$ cat config.mk
export PLATFORM = sky130hd
export DESIGN_NAME = pc_sequencer
export DESIGN_NICKNAME = d
export VERILOG_FILES = /design/src/rtl/pc_sequencer.sv
export SDC_FILE = /design/constraint.sdc
export NUM_CORES = 1
export LEC_CHECK = 0
export BUFFER_PORTS_ARGS = -buffer_cell sky130_fd_sc_hd__buf_4
export CELL_PAD_IN_SITES_DETAIL_PLACEMENT = 0
export CELL_PAD_IN_SITES_GLOBAL_PLACEMENT = 1
export CORE_MARGIN = 10
export CORE_UTILIZATION = 49
export CTS_BUF_LIST = sky130_fd_sc_hd__clkbuf_8
export DETAILED_ROUTE_END_ITERATION = 10
export HOLD_SLACK_MARGIN = 0.03
export PLACE_DENSITY = 0.91
export SYNTH_ARGS = -nofsm -noshare
export SYNTH_HDL_FRONTEND = slang
export SYNTH_SLANG_ARGS = --single-unit
export TNS_END_PERCENT = 10
$ cat constraint.sdc
create_clock -name clk -period 3.4 [get_ports clk]
set_input_delay 0.34 -clock clk [delete_from_list [all_inputs] [get_ports clk]]
set_output_delay 0.34 -clock clk [all_outputs]
set_load 0.01 [all_outputs]
$ cat src/rtl/pc_sequencer.sv
// pc_sequencer: fetch-stage PC register with priority next-PC select, EPC and circular RAS
module pc_sequencer #(
   parameter int unsigned N            = 32,
   parameter int unsigned DEPTH        = 4,
   parameter logic [31:0] RESET_VECTOR = 32'h0040_0000,
   parameter logic [31:0] EXC_VECTOR   = 32'h8000_0180
) (
   input  logic         clk,
   input  logic         reset,
   input  logic         Hazard_flag,
   input  logic         Exception,
   input  logic [N-1:0] ExcPC,
   input  logic         Eret,
   input  logic         Redirect,
   input  logic [N-1:0] RedirectPC,
   input  logic         Link,
   input  logic         Ret,
   output logic [N-1:0] PCValue,
   output logic [N-1:0] PCPlus4,
   output logic [N-1:0] EPC,
   output logic         RasEmpty,
   output logic         RasFull
);
   localparam int AW = $clog2(DEPTH);
   localparam int CW = AW + 1;

   logic [N-1:0]  pc_q, pc_d, epc_q, epc_d;
   logic [N-1:0]  ras_q [DEPTH];
   logic [N-1:0]  ras_d [DEPTH];
   logic [AW-1:0] top_q, top_d, top_inc;
   logic [CW-1:0] cnt_q, cnt_d;

   assign PCValue  = pc_q;
   assign EPC      = epc_q;
   assign PCPlus4  = pc_q + N'(4);
   assign RasEmpty = cnt_q == '0;
   assign RasFull  = cnt_q == CW'(DEPTH);
   assign top_inc  = top_q + AW'(1);

   // next-state select: exception > eret > stall > redirect(+push) > pop > increment
   always_comb begin
      pc_d  = PCPlus4;
      epc_d = epc_q;
      ras_d = ras_q;
      top_d = top_q;
      cnt_d = cnt_q;
      if (Exception) begin
         pc_d  = N'(EXC_VECTOR);
         epc_d = ExcPC;
      end else if (Eret) begin
         pc_d = epc_q;
      end else if (Hazard_flag) begin
         pc_d = pc_q;
      end else if (Redirect) begin
         pc_d = RedirectPC & ~N'(3);
         if (Link) begin
            ras_d[top_inc] = PCPlus4;
            top_d          = top_inc;
            cnt_d          = RasFull ? cnt_q : cnt_q + CW'(1);
         end
      end else if (Ret && !RasEmpty) begin
         pc_d  = ras_q[top_q];
         top_d = top_q - AW'(1);
         cnt_d = cnt_q - CW'(1);
      end
   end

   // state registers with asynchronous active-low clear
   always_ff @(posedge clk or negedge reset) begin
      if (!reset) begin
         pc_q  <= N'(RESET_VECTOR);
         epc_q <= '0;
         ras_q <= '{default: '0};
         top_q <= '0;
         cnt_q <= '0;
      end else begin
         pc_q  <= pc_d;
         epc_q <= epc_d;
         ras_q <= ras_d;
         top_q <= top_d;
         cnt_q <= cnt_d;
      end
   end
endmodule

==> results of run 1 <==
-- power by group through the flow --
stage	clock (mW)	combinational, mW	sequential [mW]
floorplan	0	1.11	3.05
global placement	0	1.72	3.12
detailed placement	0	1.76	3.14
CTS	1.58	1.77	3.10
global route	1.66	1.95	3.16
finish	1.55	1.77	3.10
-- timing repair --
action                                  in CTS  in global routing
resized for setup                            0                  4
buffers inserted                             0                  0
hold buffers                                 1                  0
endpoints found under the setup margin       0                  3
endpoints found under the hold margin       79                  0
-- layer usage --
layer,global-route usage (%),wire length (um),vias to the layer above
li1,-,-,3669
met1,31.9,13100,3945
met2,34.3,13500,330
met3,4.04,2100,33
met4,6.74,543,0
met5,0,0,-
-- kinds of logic after synthesis --
logic type	after synthesis	share of synthesized area [%]
AOI/OAI and AO/OA	252	15.7
xor gates and xnor gates	31	2.78
adders and majority gates	6	0.845
buffers and inverters	115	4.67
DFF	197	50.5
muxes	74	12.2
and+or+nand+nor	279	13.4
-- synthesized netlist by cell type (3+ instances only) --
cell / count / area share (%)
a211oi_1: 5 / 0.38
a21oi_1: 26 / 1.3
a221o_1: 9 / 0.92
a221oi_1: 15 / 1.3
a22o_1: 5 / 0.45
a22oi_1: 4 / 0.31
a31o_2: 4 / 0.36
and3_1: 3 / 0.19
buf_1: 4 / 0.15
buf_2: 5 / 0.26
buf_4: 3 / 0.23
clkbuf_1: 60 / 2.3
dfrtp_1: 196 / 50
ha_1: 5 / 0.64
inv_1: 41 / 1.6
mux2_2: 42 / 4.8
mux4_2: 32 / 7.4
nand2_1: 175 / 6.7
nand2b_1: 3 / 0.19
nand3_1: 13 / 0.67
nand4_1: 12 / 0.77
nor2_1: 22 / 0.84
nor2b_1: 5 / 0.32
nor3_1: 11 / 0.56
nor3b_1: 3 / 0.23
nor4_1: 7 / 0.45
o211ai_1: 5 / 0.38
o21a_1: 3 / 0.23
o21ai_0: 144 / 7.4
o22ai_1: 8 / 0.51
o31ai_1: 6 / 0.46
or3_1: 4 / 0.26
xnor2_1: 21 / 1.9
xor2_1: 10 / 0.90
-- final timing paths --
check	slack, ns	end	cells past startpoint	startpoint
setup / recovery	0.20	PCPlus4[21]	6	PCValue[11]
hold / removal	0.07	EPC[0]	3	ExcPC[0]
setup reg to reg	0.96	ras_q[92]	6	PCValue[2]
hold reg to reg	0.48	ras_q[18]	2	ras_q[18]
max in group asynchronous	1.97	PCValue[7]	3	reset
min in group asynchronous	0.46	ras_q[35]	2	reset
-- worst register-to-register path, stage by stage, from the launching register on --
cell	delay, ns
dfrtp_1	0.54
ha_1	0.34
nand2_1	0.22
nor2_1	0.29
nand4_1	0.28
xor2_1	0.47
o21ai_0	0.18
-- layout make-up --
class	count	area share (%)
clock buffers	18	2.11
well taps	265	2.83
flip-flops and latches	197	42.0
multi-input cells	642	37.6
repair buffers	194	12.8
clock inverters	13	1.23
inverters	42	1.34
-- through the flow --
| stage | area [um2] | worst slack (ns) |
|---|---|---|
| 4_1_cts | 11700 | 0.150 |
| 2_1_floorplan | 9770 | 1.09 |
| 3_5_place_dp | 11300 | 0.690 |
| 3_3_place_gp | 11300 | 0.676 |
| 6_report | 11700 | 0.198 |
| 5_1_grt | 11700 | 0.0541 |
-- state kept, by name (all words and copies together) (netlist names) --
register,flops
EPC,32
cnt_q,3
PCValue,32
top_q,2
ras_q,128
==> flow_metrics.env, run 1 <==
export IMPL_p_sw_share_pct=33.2
export IMPL_gp_congestion=0.968
export IMPL_outcome="completed"
export IMPL_grtUsageTotal_pct=22.4
export IMPL_synth_area_mm2=0.00977
export IMPL_drc=0
export IMPL_p_sw_mw=2.14
export IMPL_power_mw=6.42
export IMPL_grt_pass1_wl_um=46300
export IMPL_first_iter_violations=668
export IMPL_cp_slowest_cell="or4_4"
export IMPL_cts_tree="built"
export IMPL_antenna_found_initial=0
export IMPL_rows=51
export IMPL_worstSetupPathType="reg2out"
export IMPL_numCtsBuffers=17
export IMPL_hold_class="in2reg"
export IMPL_period_share_pct=94.2
export IMPL_yosysSeqAreaShare_pct=50.5
export IMPL_fin_skew_ns=0.0135
export IMPL_relSlewSlack_pct=32.6
export IMPL_synthArstFlopShare_pct=100
export IMPL_die_area_mm2=0.0260
export IMPL_synth_main_ff_cell="dfrtp_1"
export IMPL_rsz0062_at_grt="false"
export IMPL_fp_dieH_um=161
export IMPL_critPathLaunchType="register"
export IMPL_antennaDiodeCount=0
export IMPL_powerDensity_mw_per_mm2=547
export IMPL_finalNonFillerCells=1371
export IMPL_synth_fp_nets=1032
export IMPL_portBuffers=167
export IMPL_fmax_mhz=312
export IMPL_clk_latency_ns=0.48
export IMPL_cts_root_buf="clkbuf_8"
export IMPL_p_int_mw=4.29
export IMPL_die_x_um=161
export IMPL_critPathBufInv=2
export IMPL_ys_ff_latch=197
export IMPL_via_count=7977
export IMPL_dp_cells=1339
export IMPL_avgSynthCellArea_um2=10.2
export IMPL_hold_slack_ns=0.0695
export IMPL_crit_arrival_ns=2.86
export IMPL_start_util_pct=50.1
export IMPL_period_needed_ns=3.20
export IMPL_crit_chain="nand3_2, or2_1, or4_4, xor2_1, inv_1, buf_4"
export IMPL_maxCapViolCount=0
export IMPL_pwr_share_seq_pct=48.3
export IMPL_wl_um=29200
export IMPL_final_cell_mix="dfrtp_1, buf_4, nand2_1"
export IMPL_totalNegativeSetupSlack_ns=0
export IMPL_ir_drop_mv=0.312
export IMPL_drive_gt1_share_pct=28.8
export IMPL_multi_input_area_mm2=0.00442
export IMPL_via_per_inst=5.82
export IMPL_cp_end_kind="output pin"
export IMPL_utilization_pct=60.1
export IMPL_critical_path_top_delay_family="simple AND/OR/NAND/NOR gates"
export IMPL_area_growth_pct=20.0
export IMPL_num_io_pins=170
export IMPL_p_comb_share_pct=27.5
export IMPL_cp_required_ns=3.06
export IMPL_worst_pin_slew_ns=1.00
export IMPL_hpwlAfterDp_um=21400
export IMPL_power_leakage_nw=5.37
export IMPL_setup_violations=0
export IMPL_overflow=0
export IMPL_pwr_share_clk_pct=24.2
export IMPL_netlist_instances=954
export IMPL_nets=1172
export IMPL_cts_sinks=197
export IMPL_grt_max_degree=83
export IMPL_cp_max_fo=7
export IMPL_wl_per_cell_um=21.3
export IMPL_hold_violations=0
export IMPL_final_common_cell="dfrtp_1"
export IMPL_clockBufferDepth=2
export IMPL_ys_warn_count=0
export IMPL_num_fill_cells=1665
export IMPL_yosysUniqueCellTypes=69
export IMPL_final_seq_area_mm2=0.00493
export IMPL_core_mm2=0.0195
export IMPL_drtPass1Iterations=8
export IMPL_clk_pin_slew_ns=0.10
export IMPL_max_stage_delay_ns=0.60
export IMPL_synth_edf_count=0
export IMPL_finalMaxSlewViolations=0
export IMPL_grt_pass1_vias=8075
export IMPL_htree_levels=4
export IMPL_drtAntennaViolNets=0
Power figures use the tool's default switching activity.
==> inputs of run 2 (changes only) <==
Clock period 3.4 ns to 4.1 ns, I/O delays scaled along.
==> run 2 against run 1 <==
Compared with the run above:
- global-route usage decreased by 0.41 points
- clock power decreased by 20%
- first-iteration DRC count decreased by 5.2%
- worst setup slack improved by 0.37 ns
- register-to-register slack improved by 0.42 ns
- largest power group unchanged
- combinational power decreased by 23%
- critical path depth increased by 1
==> flow_metrics.env, run 2 (same netlist as run 1, synthesis figures left out) <==
export IMPL_outcome="completed"
export IMPL_cts_root_buf="clkbuf_8"
export IMPL_hold_end="EPC[0]"
export IMPL_via_count=7807
export IMPL_period_needed_ns=3.53
export IMPL_p_comb_share_pct=25.9
export IMPL_clk_pin_slew_ns=0.10
export IMPL_area_growth_pct=18.6
export IMPL_drc=0
export IMPL_start_util_pct=50.1
export IMPL_relSlewSlack_pct=8.58
export IMPL_powerDensity_mw_per_mm2=453
export IMPL_antenna_found_initial=0
export IMPL_grt_max_degree=94
export IMPL_fp_dieH_um=161
export IMPL_die_x_um=161
export IMPL_final_cell_mix="dfrtp_1, buf_4, nand2_1"
export IMPL_p_sw_share_pct=33.5
export IMPL_num_fill_cells=1705
export IMPL_hp_start="ExcPC[0]"
export IMPL_drive_gt1_share_pct=27.9
export IMPL_first_iter_violations=633
export IMPL_r2r_end="ras_q[78]"
export IMPL_finalMaxSlewViolations=0
export IMPL_setup_violations=0
export IMPL_wl_per_cell_um=21.2
export IMPL_hold_violations=0
export IMPL_r2r_cells=5
export IMPL_portBuffers=167
export IMPL_totalNegativeSetupSlack_ns=0
export IMPL_drtPass1Iterations=5
export IMPL_core_mm2=0.0195
export IMPL_die_area_mm2=0.0260
export IMPL_hold_depth=3
export IMPL_maxCapViolCount=0
export IMPL_grt_pass1_vias=7858
export IMPL_hold_class="in2reg"
export IMPL_cts_tree="built"
export IMPL_pwr_share_seq_pct=50.4
export IMPL_hold_slack_ns=0.149
export IMPL_fin_skew_ns=0.0113
export IMPL_pwr_share_clk_pct=23.7
export IMPL_cts_sinks=197
export IMPL_drtAntennaViolNets=0
export IMPL_p_int_mw=3.49
export IMPL_cts_resized=0
export IMPL_ir_drop_mv=0.198
export IMPL_p_sw_mw=1.76
export IMPL_rows=51
export IMPL_num_io_pins=170
export IMPL_final_common_cell="dfrtp_1"
export IMPL_largest_register="ras_q"
export IMPL_utilization_pct=59.3
export IMPL_grtUsageTotal_pct=22.0
export IMPL_worstSetupPathType="reg2out"
export IMPL_clockBufferDepth=2
export IMPL_cp_max_fo=9
export IMPL_nets=1162
export IMPL_reg2reg_slack_ns=1.38
export IMPL_cp_end_kind="output pin"
export IMPL_wl_um=28800
export IMPL_worst_pin_slew_ns=1.36
export IMPL_cp_required_ns=3.69
export IMPL_grt_pass1_wl_um=45300
export IMPL_power_leakage_nw=5.27
export IMPL_numCtsBuffers=17
export IMPL_htree_levels=4
export IMPL_via_per_inst=5.74
export IMPL_clk_latency_ns=0.48
export IMPL_antennaDiodeCount=0
export IMPL_largest_register_ffs=128
export IMPL_fmax_mhz=283
export IMPL_period_share_pct=86.1
export IMPL_crit_arrival_ns=3.12
export IMPL_gp_congestion=0.955
export IMPL_overflow=0
export IMPL_critPathLaunchType="register"
export IMPL_rsz0062_at_grt="false"
export IMPL_r2r_start="top_q[1]"
export IMPL_hpwlAfterDp_um=20900
[run 2: changes by cell type in the layout (fill, tap and decap cells not counted), moves of 2 or more]
cell | before | now
buf_12 | 3 | 1
buf_4 | 189 | 181
clkinv_2 | 3 | 1
xor2_1 | 7 | 10
xor2_2 | 3 | 0
[run 2: stage by stage]
step | setup slack, ns | instance area (um2) | total power [mW] | cells
5_1_grt | 0.375 | 11600 | 5.53 | 1360
3_5_place_dp | 1.12 | 11200 | 4.04 | 1329
6_report | 0.571 | 11600 | 5.25 | 1360
4_1_cts | 0.578 | 11600 | 5.28 | 1360
3_3_place_gp | 1.17 | 11200 | 3.98 | 1329
2_1_floorplan | 1.79 | 9770 | 3.45 | 954
[run 2: repair_timing]
action	in CTS	in global routing
buffers inserted	0	0
hold endpoints to repair	13	0
hold buffers	1	0
[run 2: layout make-up]
cell class | instances | area (um2) | area share (%)
clock buffer | 19 | 262 | 2.26
clock inverter | 11 | 116 | 1.00
inverter | 42 | 158 | 1.36
multi-input combinational | 642 | 4390 | 37.8
sequential | 197 | 4930 | 42.6
tap | 265 | 332 | 2.86
timing repair buffer | 184 | 1400 | 12.1
[run 2: power by group through the flow]
stage	sequential, mW	clock, mW	combinational (mW)
after floorplan	2.53	0	0.920
after global placement	2.66	0	1.32
after detailed placement	2.68	0	1.36
after CTS	2.64	1.27	1.36
after global routing	2.70	1.34	1.50
final	2.65	1.24	1.36
[run 2: critical path, cell delays in order, from the launching register on]
cell     delay, ns
dfrtp_1       0.56
ha_1          0.37
nand2_1       0.21
nor4_2        0.49
nand4_1       0.20
xor2_1        0.51
inv_1         0.12
buf_4         0.17
[run 2: layer usage]
metal,track usage (%),wire length [um],vias up
met4,5.38,401,0
met3,4.98,2050,36
met2,34.1,13400,303
met1,30.8,12900,3814
li1,-,-,3654
met5,0,0,-
[run 2: worst max path at each step]
stage	startpoint	end	slack, ns	cells after the start
after global routing	PCValue[2]	PCPlus4[22]	0.38	7
after CTS	PCValue[2]	PCPlus4[22]	0.58	7
final	PCValue[2]	PCPlus4[22]	0.57	7
after floorplan	top_q[0]	ras_q[1]	1.79	8
after detailed placement	Exception	ras_q[78]	1.12	6
after global placement	Exception	ras_q[83]	1.17	6
==> inputs of run 3 (changes only) <==
Settings changed: CORE_UTILIZATION 49 to 47, CTS_BUF_LIST sky130_fd_sc_hd__clkbuf_8 to unset, PLACE_DENSITY 0.91 to unset, PLACE_DENSITY_LB_ADDON set to 0.25.
==> run 3 against run 2 <==
Compared with the run above:
- flip-flop and latch count stayed put
- clock power grew 39%
- die area is 3.7% higher
- largest power group unchanged
- register-to-register slack better by 0.05 ns
- routed wire length is 4.2% higher
- first-iteration DRC count shrank 21%
- sequential share of layout area is 0.95 points lower
- clock skew increased by 0.0021 ns
- the flow now finishes with violations (negative hold slack)
==> flow_metrics.env, run 3 (same netlist as run 1, synthesis figures left out) <==
export IMPL_cts_tree="built"
export IMPL_clk_pin_slew_ns=0.08
export IMPL_cts_resized=0
export IMPL_maxCapViolCount=0
export IMPL_hold_class="in2async"
export IMPL_grt_pass1_wl_um=46600
export IMPL_period_share_pct=82.8
export IMPL_drc=0
export IMPL_grtUsageTotal_pct=22.3
export IMPL_powerDensity_mw_per_mm2=485
export IMPL_via_per_inst=5.69
export IMPL_post_cts_repair_setup_buffers=0
export IMPL_finalMaxSlewViolations=0
export IMPL_use_met3_pct=4.58
export IMPL_totalNegativeSetupSlack_ns=0
export IMPL_first_iter_violations=502
export IMPL_largest_register_ffs=128
export IMPL_hold_buffers=0
export IMPL_grt_max_degree=92
export IMPL_r2r_start="top_q[1]"
export IMPL_utilization_pct=58.2
export IMPL_clockBufferDepth=2
export IMPL_start_util_pct=48.0
export IMPL_antennaDiodeCount=0
export IMPL_r2r_cells=5
export IMPL_relSlewSlack_pct=19.3
export IMPL_fin_skew_ns=0.0134
export IMPL_final_common_cell="dfrtp_1"
export IMPL_final_cell_mix="dfrtp_1, buf_4, nand2_1"
export IMPL_drive_gt1_share_pct=28.3
export IMPL_via_count=7794
export IMPL_outcome="complete, but fails checks"
export IMPL_num_fill_cells=1849
export IMPL_reg2reg_slack_ns=1.43
export IMPL_period_needed_ns=3.40
export IMPL_wl_um=30000
export IMPL_r2r_end="PCValue[28]"
export IMPL_hold_slack_ns=-0.00649
export IMPL_gp_congestion=0.950
export IMPL_crit_arrival_ns=2.99
export IMPL_met2_usage_pct=33.8
export IMPL_wl_per_cell_um=21.9
export IMPL_power_leakage_nw=5.39
export IMPL_drtAntennaViolNets=0
export IMPL_gr_max_usage_layer="met2"
export IMPL_cts_root_buf="clkbuf_16"
export IMPL_clk_latency_ns=0.44
export IMPL_cp_required_ns=3.69
export IMPL_antenna_found_initial=0
export IMPL_grtUsageMet1_pct=32.0
export IMPL_htree_levels=4
export IMPL_num_io_pins=170
export IMPL_worstSetupPathType="reg2out"
export IMPL_drtPass1Iterations=5
export IMPL_violations="negative hold slack"
export IMPL_ir_drop_mv=0.279
export IMPL_cp_end_kind="output pin"
export IMPL_numCtsBuffers=17
export IMPL_rsz0062_at_grt="false"
export IMPL_largest_register="ras_q"
export IMPL_worst_pin_slew_ns=1.20
export IMPL_core_mm2=0.0204
export IMPL_portBuffers=167
export IMPL_cp_max_fo=9
export IMPL_hpwlAfterDp_um=21200
export IMPL_die_x_um=164
export IMPL_hold_violations=1
export IMPL_setup_violations=0
export IMPL_nets=1165
export IMPL_overflow=0
export IMPL_fp_dieH_um=164
export IMPL_rows=52
export IMPL_area_growth_pct=21.3
export IMPL_fmax_mhz=294
export IMPL_critPathLaunchType="register"
export IMPL_cts_sinks=197
export IMPL_die_area_mm2=0.0270
export IMPL_grt_pass1_vias=7907
## run 3: layout make-up
cell class                 instances  area (um2)  area share [%]
clock buffer                      17         425            3.59
clock inverter                    15         190            1.60
inverter                          42         158            1.33
multi-input combinational        642        4390            37.0
sequential                       197        4930            41.6
tap                              270         338            2.85
timing repair buffer             187        1420            12.0
## run 3: how the worst max path moves through the flow
stage,from,endpoint,slack (ns)
final,PCValue[2],PCPlus4[18],0.70
after global routing,PCValue[2],PCPlus4[18],0.48
after CTS,PCValue[2],PCPlus4[20],0.72
after detailed placement,PCValue[2],PCPlus4[20],1.21
after global placement,PCValue[2],PCPlus4[18],1.20
after floorplan,top_q[0],ras_q[1],1.79
## run 3: where the power goes
part	total, mW	switching [mW]	internal [mW]
registers	2.63	0.351	2.28
logic	1.39	0.706	0.689
clock network	1.72	0.843	0.877
## run 3: worst max-delay path, stage by stage, from the launching register on
cell     delay (ns)
dfrtp_1        0.54
ha_1           0.38
nand2_1        0.22
nor4_2         0.49
nand3_1        0.16
xor2_1         0.51
inv_1          0.09
buf_4          0.16
## run 3: through the flow
step           power [mW]  hold WS (ns)  cell area (um2)  cells  setup slack (ns)
2_1_floorplan        3.45         0.114             9770    954              1.79
3_3_place_gp         4.01         0.456            11200   1338              1.20
3_5_place_dp         4.06         0.466            11200   1338              1.21
4_1_cts              5.78        0.0468            11900   1370             0.723
5_1_grt              6.05        0.0623            11900   1370             0.479
6_report             5.75      -0.00649            11900   1370             0.704
## run 3: routing by layer
metal | part of all wire, % | vias to the layer above
li1 | - | 3664
met1 | 47 | 3833
met2 | 45 | 269
met3 | 6.3 | 28
met4 | 1.3 | 0
met5 | 0 | -
